**src/rtl/hazard_unit.sv**
```systemverilog
// hazard_unit: forwarding selects plus stall/flush control for the 5-stage MIPS pipeline
//   Parameters: MC_LATENCY = E-stage cycles of a multi-cycle op (2..16), CNT_W = stall counter width
//   Inputs : D/E/M/W register numbers and write/load/branch/multi-cycle flags
//   Outputs: ForwardAE/BE (EX operand muxes), ForwardAD/BD (branch comparator),
//            StallF/D/E, FlushE/M, McDoneE, saturating StallCount
module hazard_unit #(
    parameter int MC_LATENCY = 4,
    parameter int CNT_W      = 32
) (
    input  logic             clk,
    input  logic             rst,
    input  logic [4:0]       RsD,
    input  logic [4:0]       RtD,
    input  logic [4:0]       RsE,
    input  logic [4:0]       RtE,
    input  logic [4:0]       WriteRegE,
    input  logic [4:0]       WriteRegM,
    input  logic [4:0]       WriteRegW,
    input  logic             RegWriteE,
    input  logic             RegWriteM,
    input  logic             RegWriteW,
    input  logic             MemtoRegE,
    input  logic             MemtoRegM,
    input  logic             BranchD,
    input  logic             MultiCycleE,
    output logic [1:0]       ForwardAE,
    output logic [1:0]       ForwardBE,
    output logic             ForwardAD,
    output logic             ForwardBD,
    output logic             StallF,
    output logic             StallD,
    output logic             StallE,
    output logic             FlushE,
    output logic             FlushM,
    output logic             McDoneE,
    output logic [CNT_W-1:0] StallCount
);
    typedef enum logic {IDLE, BUSY} mcStateT;
    mcStateT          state;
    logic [3:0]       cnt;
    logic [CNT_W-1:0] stallCnt;
    logic             lwStall, brStall, mcStall, hazStall;
    always_comb begin
        lwStall   = MemtoRegE && (RtE == RsD || RtE == RtD);
        brStall   = BranchD && ((RegWriteE && (WriteRegE == RsD || WriteRegE == RtD)) ||
                                (MemtoRegM && (WriteRegM == RsD || WriteRegM == RtD)));
        mcStall   = !rst && (state == IDLE ? MultiCycleE : cnt != 4'd0);
        hazStall  = !rst && (lwStall || brStall);
        ForwardAE = rst ? 2'b00 :
                    (|RsE && RegWriteM && WriteRegM == RsE) ? 2'b10 :
                    (|RsE && RegWriteW && WriteRegW == RsE) ? 2'b01 : 2'b00;
        ForwardBE = rst ? 2'b00 :
                    (|RtE && RegWriteM && WriteRegM == RtE) ? 2'b10 :
                    (|RtE && RegWriteW && WriteRegW == RtE) ? 2'b01 : 2'b00;
        ForwardAD = !rst && |RsD && RegWriteM && WriteRegM == RsD;
        ForwardBD = !rst && |RtD && RegWriteM && WriteRegM == RtD;
        StallF    = hazStall || mcStall;
        StallD    = StallF;
        StallE    = mcStall;
        FlushM    = mcStall;
        // the ID/EX register is held during a multi-cycle op, so it must not also be cleared
        FlushE    = hazStall && !mcStall;
        McDoneE   = !rst && state == BUSY && cnt == 4'd0;
        StallCount = rst ? '0 : stallCnt;
    end
    always_ff @(posedge clk) begin
        if (rst) begin
            state    <= IDLE;
            cnt      <= 4'd0;
            stallCnt <= '0;
        end else begin
            if (state == IDLE && MultiCycleE) begin
                state <= BUSY;
                cnt   <= 4'(MC_LATENCY - 2);
            end else if (state == BUSY) begin
                if (cnt != 4'd0) cnt <= cnt - 4'd1;
                else state <= IDLE;
            end
            if (StallF && !(&stallCnt)) stallCnt <= stallCnt + CNT_W'(1);
        end
    end
endmodule

```
**config.mk**
```make
export PLATFORM = sky130hd
export DESIGN_NAME = hazard_unit
export DESIGN_NICKNAME = d
export VERILOG_FILES = /design/src/rtl/hazard_unit.sv
export SDC_FILE = /design/constraint.sdc
export NUM_CORES = 1
export LEC_CHECK = 0
export BUFFER_PORTS_ARGS = -buffer_cell sky130_fd_sc_hd__buf_2
export CAP_MARGIN = 20
export CORE_MARGIN = 2
export CORE_UTILIZATION = 55
export CTS_BUF_LIST = sky130_fd_sc_hd__clkbuf_16
export CTS_CLUSTER_SIZE = 25
export DETAILED_ROUTE_END_ITERATION = 7
export GPL_ROUTABILITY_DRIVEN = 0
export HOLD_SLACK_MARGIN = 0.08
export PLACE_DENSITY = 0.89
export SYNTH_ARGS = -nofsm -noshare
export SYNTH_HDL_FRONTEND = slang
export SYNTH_SLANG_ARGS = --single-unit
export TNS_END_PERCENT = 30
```
**constraint.sdc**
```tcl
create_clock -name clk -period 3.5 [get_ports clk]
set_input_delay 0.7 -clock clk [delete_from_list [all_inputs] [get_ports clk]]
set_output_delay 0.7 -clock clk [all_outputs]
set_load 0.02 [all_outputs]
```
Word-level counts from Yosys, hierarchy flattened

Index checks and enable logic that the tools add are counted.

Register bits after elaboration: 37
Input bits: 44
Logic and storage cells: 77

Add/subtract/negate cells: 2
Equality and inequality tests: 10
Multiplexer cells: 14
Bitwise gates (word level): 1
Reduce and logical (&&, ||, !) cells: 46

Operators with widths:

| operator              | count |
|---|---|
| $eq 5x5->1            | 10 |
| $add 32x1->32 const B | 1 |
| $mux 32               | 1 |
| $reduce_and 32->1     | 1 |
| $logic_and 1x1->1     | 25 |
| $reduce_or 5->1       | 4 |
| $mux 2                | 7 |
| $logic_or 1x1->1      | 6 |
| $mux 1                | 6 |
| $logic_not 4->1       | 1 |
| $reduce_and 2->1      | 2 |
| $reduce_bool 2->1     | 2 |
| $reduce_bool 4->1     | 1 |
| $sub 4x1->4 const B   | 1 |
| $logic_not 1->1       | 3 |
| $reduce_or 2->1       | 1 |
| $not 1->1             | 1 |

Logic depth before layout (Yosys ltp)

Gate-level depths: netlist of the first run.

Word-level depth: 9
Gate-level depth with buffers: 9
Depth with buffers taken out: 7

Worst setup path before layout of the first run

OpenSTA, ideal clock, no wires.

Kind: input to output
Start: input port RtE[2]
End: output port StallF
Data arrival time: 2.302 ns
Required time: 2.800 ns
Slack: 0.498 ns
Stages: 7
Path through: clkbuf_1 > xnor2_1 > nand4_1 > o221ai_1 > a31oi_2 > a21oi_1 > buf_4

Longest elaborated chain between the ends: 6

RTL lines:

| element               | RTL line | RTL |
|---|---|---|
| start, declared       | 15       | `input logic [4:0] RtE,` |
| $eq 5x5->1            | 44       | `lwStall = MemtoRegE && (RtE == RsD \|\| RtE == RtD);` |
| $logic_or 1x1->1 (*)  | 44       |  |
| $logic_and 1x1->1 (*) | 44       |  |
| $logic_or 1x1->1 (*)  | 48       | `hazStall = !rst && (lwStall \|\| brStall);` |
| $logic_and 1x1->1 (*) | 48       |  |
| $logic_or 1x1->1 (*)  | 57       | `StallF = hazStall \|\| mcStall;` |
| end, declared         | 30       | `output logic StallF,` |

Every way passes the cells marked *; elsewhere a longest branch is shown, timed or not.

Worst setup path in the final report of the first run

Start: input port RtE[3]
End: output port StallD

Longest elaborated chain between the ends: 6

RTL lines:

| element               | RTL line | RTL |
|---|---|---|
| $eq 5x5->1            | 44       |  |
| $logic_or 1x1->1 (*)  | 44       |  |
| $logic_and 1x1->1 (*) | 44       |  |
| $logic_or 1x1->1 (*)  | 48       |  |
| $logic_and 1x1->1 (*) | 48       |  |
| $logic_or 1x1->1 (*)  | 57       |  |
| end, declared         | 31       | `output logic StallD,` |

Marks and branches as above.

==> results of run 1 <==
cells in the mapped netlist (2+ instances only):
cell      number
nand3_2        5
a211oi_1       2
and3_1        11
buf_1          5
nand2_1       13
or3_1          5
nand3_1       15
o21ai_0        8
inv_1         11
and4_1         5
nor3_1        11
xnor2_1       34
o221ai_1       3
mux2_1         7
nor4_1         7
buf_4          3
dfxtp_1       37
nor2_1        43
xor2_1        15
mux2_2        12
or4_1          6
nor2b_1       35
a21oi_1       12
or4_4          2
clkbuf_1       9
nand4_1       22
worst min path at each step:
stage / startpoint / end / slack, ns / cells after the start
detailed placement: cnt[0]$_SDFFE_PP0P_ / cnt[0]$_SDFFE_PP0P_ / 0.48 / 2
finish: stallCnt[19]$_SDFFE_PP0P_ / stallCnt[19]$_SDFFE_PP0P_ / 0.50 / 2
global placement: cnt[0]$_SDFFE_PP0P_ / cnt[0]$_SDFFE_PP0P_ / 0.46 / 2
global route: cnt[0]$_SDFFE_PP0P_ / cnt[0]$_SDFFE_PP0P_ / 0.53 / 2
floorplan: cnt[0]$_SDFFE_PP0P_ / cnt[0]$_SDFFE_PP0P_ / 0.45 / 2
CTS: stallCnt[19]$_SDFFE_PP0P_ / stallCnt[19]$_SDFFE_PP0P_ / 0.50 / 2
layout make-up:
class	instances	area, µm²	area share (%)
Multi-Input combinational cell	288	1950	56.5
Clock buffer	5	125	3.63
Inverter	11	41.3	1.20
Timing Repair Buffer	90	458	13.3
Clock inverter	3	46.3	1.34
Tap cell	70	87.6	2.54
Sequential cell	37	741	21.5
worst max-delay path: stages:
cell      delay [ns]
buf_2           0.15
xnor2_1         0.19
nand4_1         0.15
o221ai_1        0.28
a31oi_2         0.23
a21oi_1         0.24
buf_2           0.20
layer usage:
layer / track usage, % / up-vias
met2: 46.0 / 115
met5: 0 / -
li1: - / 1414
met4: 9.75 / 0
met3: 4.76 / 17
met1: 32.5 / 1371
metrics by stage:
stage,hold slack (ns),utilization (%)
6_report,0.496,68.9
5_1_grt,0.531,68.9
4_1_cts,0.499,68.9
3_5_place_dp,0.476,65.4
3_3_place_gp,0.462,65.4
2_1_floorplan,0.446,-
power groups by stage:
| stage | clock network, mW | registers (mW) | logic, mW |
|---|---|---|---|
| finish | 0.515 | 0.439 | 0.215 |
| global route | 0.535 | 0.441 | 0.235 |
| CTS | 0.519 | 0.439 | 0.214 |
| detailed placement | 0 | 0.448 | 0.211 |
| global placement | 0 | 0.447 | 0.205 |
| floorplan | 0 | 0.446 | 0.146 |
cell families after synthesis:
group | Yosys count | share of synthesized area [%]
xor+xnor | 49 | 15.2
simple gates | 184 | 36.8
flops | 37 | 26.3
buf+inv | 29 | 4.53
compound gates | 34 | 8.83
mux | 20 | 7.95
fa+ha+maj | 1 | 0.444
cells in the final DEF, fill, tap and decap left out, drive strengths merged, types with 2 or more instances in the layout:
cell type / n
or4: 8
buf: 90
nor3: 11
clkbuf: 5
and3: 11
or3: 5
nor2: 43
a21oi: 13
xor2: 15
nor2b: 35
and4: 5
a211oi: 2
dfxtp: 37
xnor2: 34
nand4: 23
o31ai: 2
o21ai: 8
nand2: 13
mux2: 19
nor4: 7
o221ai: 3
nand3: 20
inv: 11
state kept, by name (all words and copies together) (netlist names):
signal / flops
stallCnt: 32
cnt: 4
state: 1
==> metrics.cfg, run 1 <==
[status]
status=completed

[route]
wl_met2_mm=3.62
dr.max_layer_used=met4
ant_nets=0
drt_iter0_markers=187
wl_met1_mm=3.01
drtPass1Iterations=5
vias_per_cell=5.79
route.detailed.drc=0
dr_total_vias=2917
drt_wl_total_mm=7.18
routedWlPerCell_um=14.2
met3_length_um=402

[placement]
pre_cts_ws_ns=0.622
placed_cell_area_um2=3280
dp_hpwl_mm=5.45
io_buffers=87
dp.cells=496

[clock_tree]
postCtsSetupBuffers=0
max-clock-path-buffers=2
worstSkewPairLatency_ns=0.29
clkTransAtPathRegs_ns=0.05
cts_tree=built
cts_buffers=5
ctsResizeCount=0
hold_buffers=0
ctsRootBufferMaster=clkbuf_16
numClockSinks=37
htreeDepth=2

[finish]
synthToLayoutAreaGrowth_pct=22.4
layout-drive-gt1-share_pct=28.3
fillCellCount=398
stdcell_area_um2=3450
stdcell_count=504
fin_nets=478
n_antenna_cell=0

[setup_path]
critPathKind=in -> out
rr_startpoint=stallCnt[11]$_SDFFE_PP0P_
crit_end=StallD
r2r_slack_ns=0.90
worstPathArrival_ns=2.14
cp.required_ns=2.80
cp-end-kind=primary output
crit_fanout=5
rr_worst_depth=6
critPathLaunchType=input port
rr_endpoint=stallCnt[17]$_SDFFE_PP0P_
startpoint=RtE[3]

[floorplanning]
io_pins=88
start_util_pct=56.3
die_x_um=75.6
rows=26
die_h_um=75.6
die_area_um2=5710
fp.coreArea_um2=5010

[logic_synthesis]
ys_ff_latch=37
yosysSeqAreaShare_pct=26.3
synthTopCellsByArea=dfxtp_1 26%, xnor2_1 11%, nor2b_1 7.8%
synth_top_area_cell=dfxtp_1
avgSynthCellArea_um2=7.96
synth_edf_count=0
synth_top_area_share_pct=26.3
synth_nets=399
async_flop_share_pct=0
netlist_area_um2=2820
synthDistinctLibCells=42
synth_cells=354
ys_warn_count=0
yosys_most_used_dff=dfxtp_1

[sta]
setup_violations=0
fin_crit_sh_pct=81.1
slew_headroom_pct=50.8
drv_slew=0
final.setup.worst_slack_ns=0.661
fin_skew_ns=0.00561
fin_setup_tns_ns=0
rsz0062_at_grt=false
fmax_mhz=352
hold_viol_final=0
worst_pin_slew_ns=0.735
final.min_clock_period_ns=2.84

[pwr]
combinationalPowerShare_pct=18.4
p_leak_nw=1.48
p_seq_share_pct=37.6
peakVddDrop_uv=221
powerDensity_nw_per_um2=339
power.switching_mw=0.316
sw_frac_of_total_pct=27.0
p_int_mw=0.853
clockPowerShare_pct=44.1
power_mw=1.17

[flow_run]
cap_viol_max_count=0

[grt]
grt_pass1_wl_mm=11.8
grt_pass1_vias=2688
grt_max_degree=28
antenna_found_initial=0
track_usage_pct=26.4
overflow=0

[hold_path]
hp-class=reg -> reg

No activity file was read; power rests on OpenSTA's default activity.
==> run 2: changes to the inputs <==
--- a/config.mk
+++ b/config.mk
@@ -8,13 +8,13 @@
 export BUFFER_PORTS_ARGS = -buffer_cell sky130_fd_sc_hd__buf_2
 export CAP_MARGIN = 20
 export CORE_MARGIN = 2
-export CORE_UTILIZATION = 55
+export CORE_UTILIZATION = 47
 export CTS_BUF_LIST = sky130_fd_sc_hd__clkbuf_16
 export CTS_CLUSTER_SIZE = 25
 export DETAILED_ROUTE_END_ITERATION = 7
 export GPL_ROUTABILITY_DRIVEN = 0
 export HOLD_SLACK_MARGIN = 0.08
-export PLACE_DENSITY = 0.89
+export PLACE_DENSITY = 0.81
 export SYNTH_ARGS = -nofsm -noshare
 export SYNTH_HDL_FRONTEND = slang
 export SYNTH_SLANG_ARGS = --single-unit
==> constraint.sdc (replaced) <==
create_clock -name clk -period 2.6 [get_ports clk]
set_input_delay 0.52 -clock clk [delete_from_list [all_inputs] [get_ports clk]]
set_output_delay 0.52 -clock clk [all_outputs]
set_load 0.02 [all_outputs]
==> run 2 against run 1 <==
Effect of this change: clock-buffer cell count is the same; sequential power up 35%; combinational power is 46% higher; worst hold slack got worse by 0.0058 ns; sequential share of layout area fell by 0.30 points; clock skew is 0.0026 ns lower; cell area increased by 1.9%; power is 24% higher; clock power increased by 6.8%; flip-flop and latch count unchanged; register-to-register slack worse by 0.77 ns.
==> metrics.cfg, run 2 (synthesized netlist as in run 1, its figures left out) <==
[finish]
largest_reg_flops=32
top_regs=stallCnt x32, cnt x4, state x1
fin_nets=485
top_register=stallCnt
layout-drive-gt1-share_pct=30.2
final_common_cell=buf_2
final_cell_mix=85 x buf_2, 43 x nor2_1, 35 x nor2b_1
synthToLayoutAreaGrowth_pct=24.7
n_antenna_cell=0
fillCellCount=513

[pwr]
power_mw=1.45
peakVddDrop_uv=252
sw_frac_of_total_pct=27.7
powerDensity_nw_per_um2=414
p_seq_share_pct=40.7
power.switching_mw=0.403
clockPowerShare_pct=37.8
p_int_mw=1.05
p_leak_nw=1.51
combinationalPowerShare_pct=21.5

[placement]
dp_hpwl_mm=5.82
pre_cts_ws_ns=-0.0333
io_buffers=87

[setup_path]
rr_worst_depth=6
r2r_slack_ns=0.13
cp.required_ns=2.08
rr_endpoint=stallCnt[22]$_SDFFE_PP0P_
critPathLaunchType=input port
critPathKind=in -> out
crit_fanout=5
rr_startpoint=stallCnt[14]$_SDFFE_PP0P_
worstPathArrival_ns=1.98
cp-end-kind=primary output
startpoint=RtE[3]

[sta]
fin_crit_sh_pct=96.1
fin_setup_tns_ns=0
final.min_clock_period_ns=2.50
setup_violations=0
slew_headroom_pct=59.1
worst_pin_slew_ns=0.612
drv_slew=0
final.setup.worst_slack_ns=0.101
hold_viol_final=0
rsz0062_at_grt=false
fin_skew_ns=0.00298
fmax_mhz=400

[floorplanning]
rows=28
fp.coreArea_um2=5850
start_util_pct=48.2
die_h_um=81.4
die_area_um2=6630
die_x_um=81.4
io_pins=88

[grt]
grt_pass1_wl_mm=12.6
antenna_found_initial=0
track_usage_pct=24.1
grt_max_degree=51
overflow=0
grt_pass1_vias=2825

[route]
drt_iter0_markers=116
vias_per_cell=5.52
drt_wl_total_mm=7.59
dr_total_vias=2841
drtPass1Iterations=4
routedWlPerCell_um=14.7
route.detailed.drc=0
ant_nets=0

[clock_tree]
cts_buffers=5
clkTransAtPathRegs_ns=0.05
max-clock-path-buffers=2
postCtsSetupBuffers=0
cts_tree=built
numClockSinks=37
ctsRootBufferMaster=clkbuf_16
worstSkewPairLatency_ns=0.27
htreeDepth=2

[status]
status=completed

[hold_path]
hp-class=reg -> reg
hp-start=cnt[0]$_SDFFE_PP0P_
hold_end=cnt[0]$_SDFFE_PP0P_
hold_depth=2

[flow_run]
cap_viol_max_count=0

==> run 2: changes by cell type in the layout (fill, tap and decap cells not counted), moves of 2 or more <==
cell	delta
buf_2	-2
buf_4	+8
dfxtp_1	-3
dfxtp_2	+3
o221ai_1	-2
o221ai_2	+2
==> run 2: power groups by stage <==
stage          registers [mW]  clock network [mW]  logic [mW]
2_1_floorplan           0.600                   0       0.198
3_3_place_gp            0.602                   0       0.291
3_5_place_dp            0.603                   0       0.301
4_1_cts                 0.591               0.562       0.302
5_1_grt                 0.594               0.587       0.339
6_report                0.592               0.550       0.313
==> run 2: layer usage <==
layer / vias up / track usage, % / share of wire [%]
met2: 64 / 41.6 / 51
met4: 0 / 8.64 / 1.3
li1: 1422 / - / -
met1: 1346 / 30.4 / 44
met5: - / 0 / 0
met3: 9 / 3.30 / 3.7
==> run 2: critical path, stage by stage <==
cell	delay (ns)
buf_2	0.14
xnor2_1	0.19
nand4_1	0.18
o221ai_2	0.29
a31oi_4	0.15
buf_4	0.17
a21oi_2	0.17
buf_4	0.17
==> run 2: how the worst max path moves through the flow <==
stage                                           end  cells past startpoint
after floorplan                        ForwardBE[0]                      5
after global placement    stallCnt[14]$_SDFFE_PP0P_                      8
after detailed placement  stallCnt[14]$_SDFFE_PP0P_                      8
after CTS                 stallCnt[20]$_SDFFE_PP0P_                      6
after global routing                         StallF                      8
final                                        StallF                      8
==> run 2: repair_timing <==
item / in CTS / in global routing
hold buffers: 0 / 0
endpoints found under the hold margin: 0 / 0
resized for setup: 0 / 8
endpoints found under the setup margin: 0 / 13
==> run 2: layout make-up <==
class / instances / area, µm² / area share [%]
Multi-Input combinational cell: 288 / 1980 / 56.2
Clock buffer: 5 / 125 / 3.56
Clock inverter: 2 / 7.51 / 0.214
Sequential cell: 37 / 744 / 21.2
Timing Repair Buffer: 97 / 528 / 15.0
Inverter: 11 / 41.3 / 1.17
Tap cell: 75 / 93.8 / 2.67
==> run 2: through the flow <==
step | cell area (µm²) | std cells | util, % | hold WS, ns
5_1_grt | 3520 | 515 | 60.1 | 0.544
3_3_place_gp | 3350 | 508 | 57.3 | 0.456
4_1_cts | 3490 | 515 | 59.6 | 0.497
6_report | 3520 | 515 | 60.1 | 0.490
3_5_place_dp | 3350 | 508 | 57.3 | 0.482
2_1_floorplan | 2820 | 354 | - | 0.446
==> run 3: changes to the inputs <==
--- a/config.mk
+++ b/config.mk
@@ -9,11 +9,11 @@
 export CAP_MARGIN = 20
 export CORE_MARGIN = 2
 export CORE_UTILIZATION = 47
-export CTS_BUF_LIST = sky130_fd_sc_hd__clkbuf_16
 export CTS_CLUSTER_SIZE = 25
 export DETAILED_ROUTE_END_ITERATION = 7
 export GPL_ROUTABILITY_DRIVEN = 0
 export HOLD_SLACK_MARGIN = 0.08
+export MAX_ROUTING_LAYER = met4
 export PLACE_DENSITY = 0.81
 export SYNTH_ARGS = -nofsm -noshare
 export SYNTH_HDL_FRONTEND = slang
==> run 3 against run 2 <==
Effect of this change: register-to-register slack about the same; critical path depth is the same; clock skew hardly changed; clock power down 26%; global-route usage up 0.71 points; die area unchanged; largest power group unchanged; highest routed layer unchanged.
==> metrics.cfg, run 3 (synthesized netlist as in run 1, its figures left out) <==
[finish]
fin_nets=485
n_antenna_cell=0
top_regs=stallCnt x32, cnt x4, state x1
layout-drive-gt1-share_pct=30.5
synthToLayoutAreaGrowth_pct=22.9
final_common_cell=buf_2
final_cell_mix=87 x buf_2, 43 x nor2_1, 35 x nor2b_1
largest_reg_flops=32
final_util_pct=59.2
multiInputGateArea_um2=1980
fillCellCount=521
register_area_um2=744
top_register=stallCnt

[setup_path]
critPathKind=in -> out
rr_startpoint=stallCnt[12]$_SDFFE_PP0P_
crit_end=StallF
cp-end-kind=primary output
critPathLaunchType=input port
startpoint=RtE[3]
cp.required_ns=2.08
worstPathArrival_ns=1.99
r2r_slack_ns=0.12
crit_fanout=5
rr_endpoint=stallCnt[17]$_SDFFE_PP0P_
rr_worst_depth=6

[placement]
io_buffers=87
dp_hpwl_mm=5.82
pre_cts_ws_ns=-0.0333

[route]
route.detailed.drc=0
wl_met1_mm=3.40
ant_nets=0
routedWlPerCell_um=14.7
drtPass1Iterations=4
drt_wl_total_mm=7.55
vias_per_cell=5.55
met3_length_um=262
drt_iter0_markers=142
dr_total_vias=2857
wl_met2_mm=3.74
dr.max_layer_used=met4

[grt]
antenna_found_initial=0
track_usage_pct=24.8
grt_pass1_vias=2801
overflow=0
grt_max_degree=51
grt_pass1_wl_mm=12.6

[floorplanning]
fp.coreArea_um2=5850
rows=28
die_x_um=81.4
start_util_pct=48.2
die_h_um=81.4
io_pins=88
die_area_um2=6630

[flow_run]
cap_viol_max_count=0

[sta]
slew_headroom_pct=60.0
rsz0062_at_grt=true
worst_pin_slew_ns=0.599
fmax_mhz=399
drv_slew=0
fin_skew_ns=0.00278
final.min_clock_period_ns=2.51
setup_violations=0
hold_viol_final=0
fin_crit_sh_pct=96.5
final.setup.worst_slack_ns=0.0914

[clock_tree]
worstSkewPairLatency_ns=0.29
htreeDepth=2
cts_buffers=5
ctsRootBufferMaster=clkbuf_8
numClockSinks=37
clkTransAtPathRegs_ns=0.07
hold_buffers=0
ctsResizeCount=0
cts_tree=built
postCtsSetupBuffers=0
max-clock-path-buffers=2

[pwr]
p_leak_nw=1.49
powerDensity_nw_per_um2=377
power_mw=1.31
peakVddDrop_uv=186

[hold_path]
hold_depth=2
hp-class=reg -> reg

[status]
status=completed

-- run 3: cell types whose count changed in the layout (fill, tap and decap cells not counted), sizes merged --
cell	delta
clkbuf	+2
clkinv	-1
inv	-1
-- run 3: cell type report --
| cell class | instances | area share [%] |
|---|---|---|
| inverters | 11 | 1.19 |
| well taps | 75 | 2.71 |
| repair buffers | 97 | 15.1 |
| clock buffers | 7 | 2.49 |
| multi-input cells | 288 | 57.0 |
| flip-flops and latches | 37 | 21.5 |
-- run 3: how the worst min path moves through the flow --
stage / from / end
2_1_floorplan: cnt[0]$_SDFFE_PP0P_ / cnt[0]$_SDFFE_PP0P_
6_report: cnt[0]$_SDFFE_PP0P_ / cnt[0]$_SDFFE_PP0P_
3_3_place_gp: cnt[0]$_SDFFE_PP0P_ / cnt[0]$_SDFFE_PP0P_
5_1_grt: stallCnt[19]$_SDFFE_PP0P_ / stallCnt[19]$_SDFFE_PP0P_
3_5_place_dp: cnt[0]$_SDFFE_PP0P_ / cnt[0]$_SDFFE_PP0P_
4_1_cts: stallCnt[19]$_SDFFE_PP0P_ / stallCnt[19]$_SDFFE_PP0P_
-- run 3: critical path, cell delays in order --
cell and delay (ns):
buf_2 0.14, xnor2_1 0.19, nand4_1 0.18, o221ai_2 0.29, a31oi_4 0.15, buf_4 0.17, a21oi_2 0.16, buf_2 0.19
-- run 3: metrics by stage --
stage	hold slack [ns]	cell area (µm²)	setup TNS, ns	instances
finish	0.492	3460	0	515
global route	0.549	3460	-0.0116	515
CTS	0.500	3440	0	515
detailed placement	0.482	3350	-0.112	508
global placement	0.456	3350	0	508
floorplan	0.446	2820	-0.0189	354
-- run 3: per-layer routing --
metal | track usage [%] | up-vias
met2 | 40.8 | 67
met4 | 9.83 | 0
met5 | - | -
li1 | - | 1421
met3 | 3.30 | 14
met1 | 30.7 | 1355
-- run 3: power by group --
part           total, mW  leakage [nW]  internal (mW)  switching (mW)
combinational      0.310          1.14          0.130           0.181
clock              0.406        0.0443          0.210           0.196
sequential         0.591         0.300          0.577          0.0136
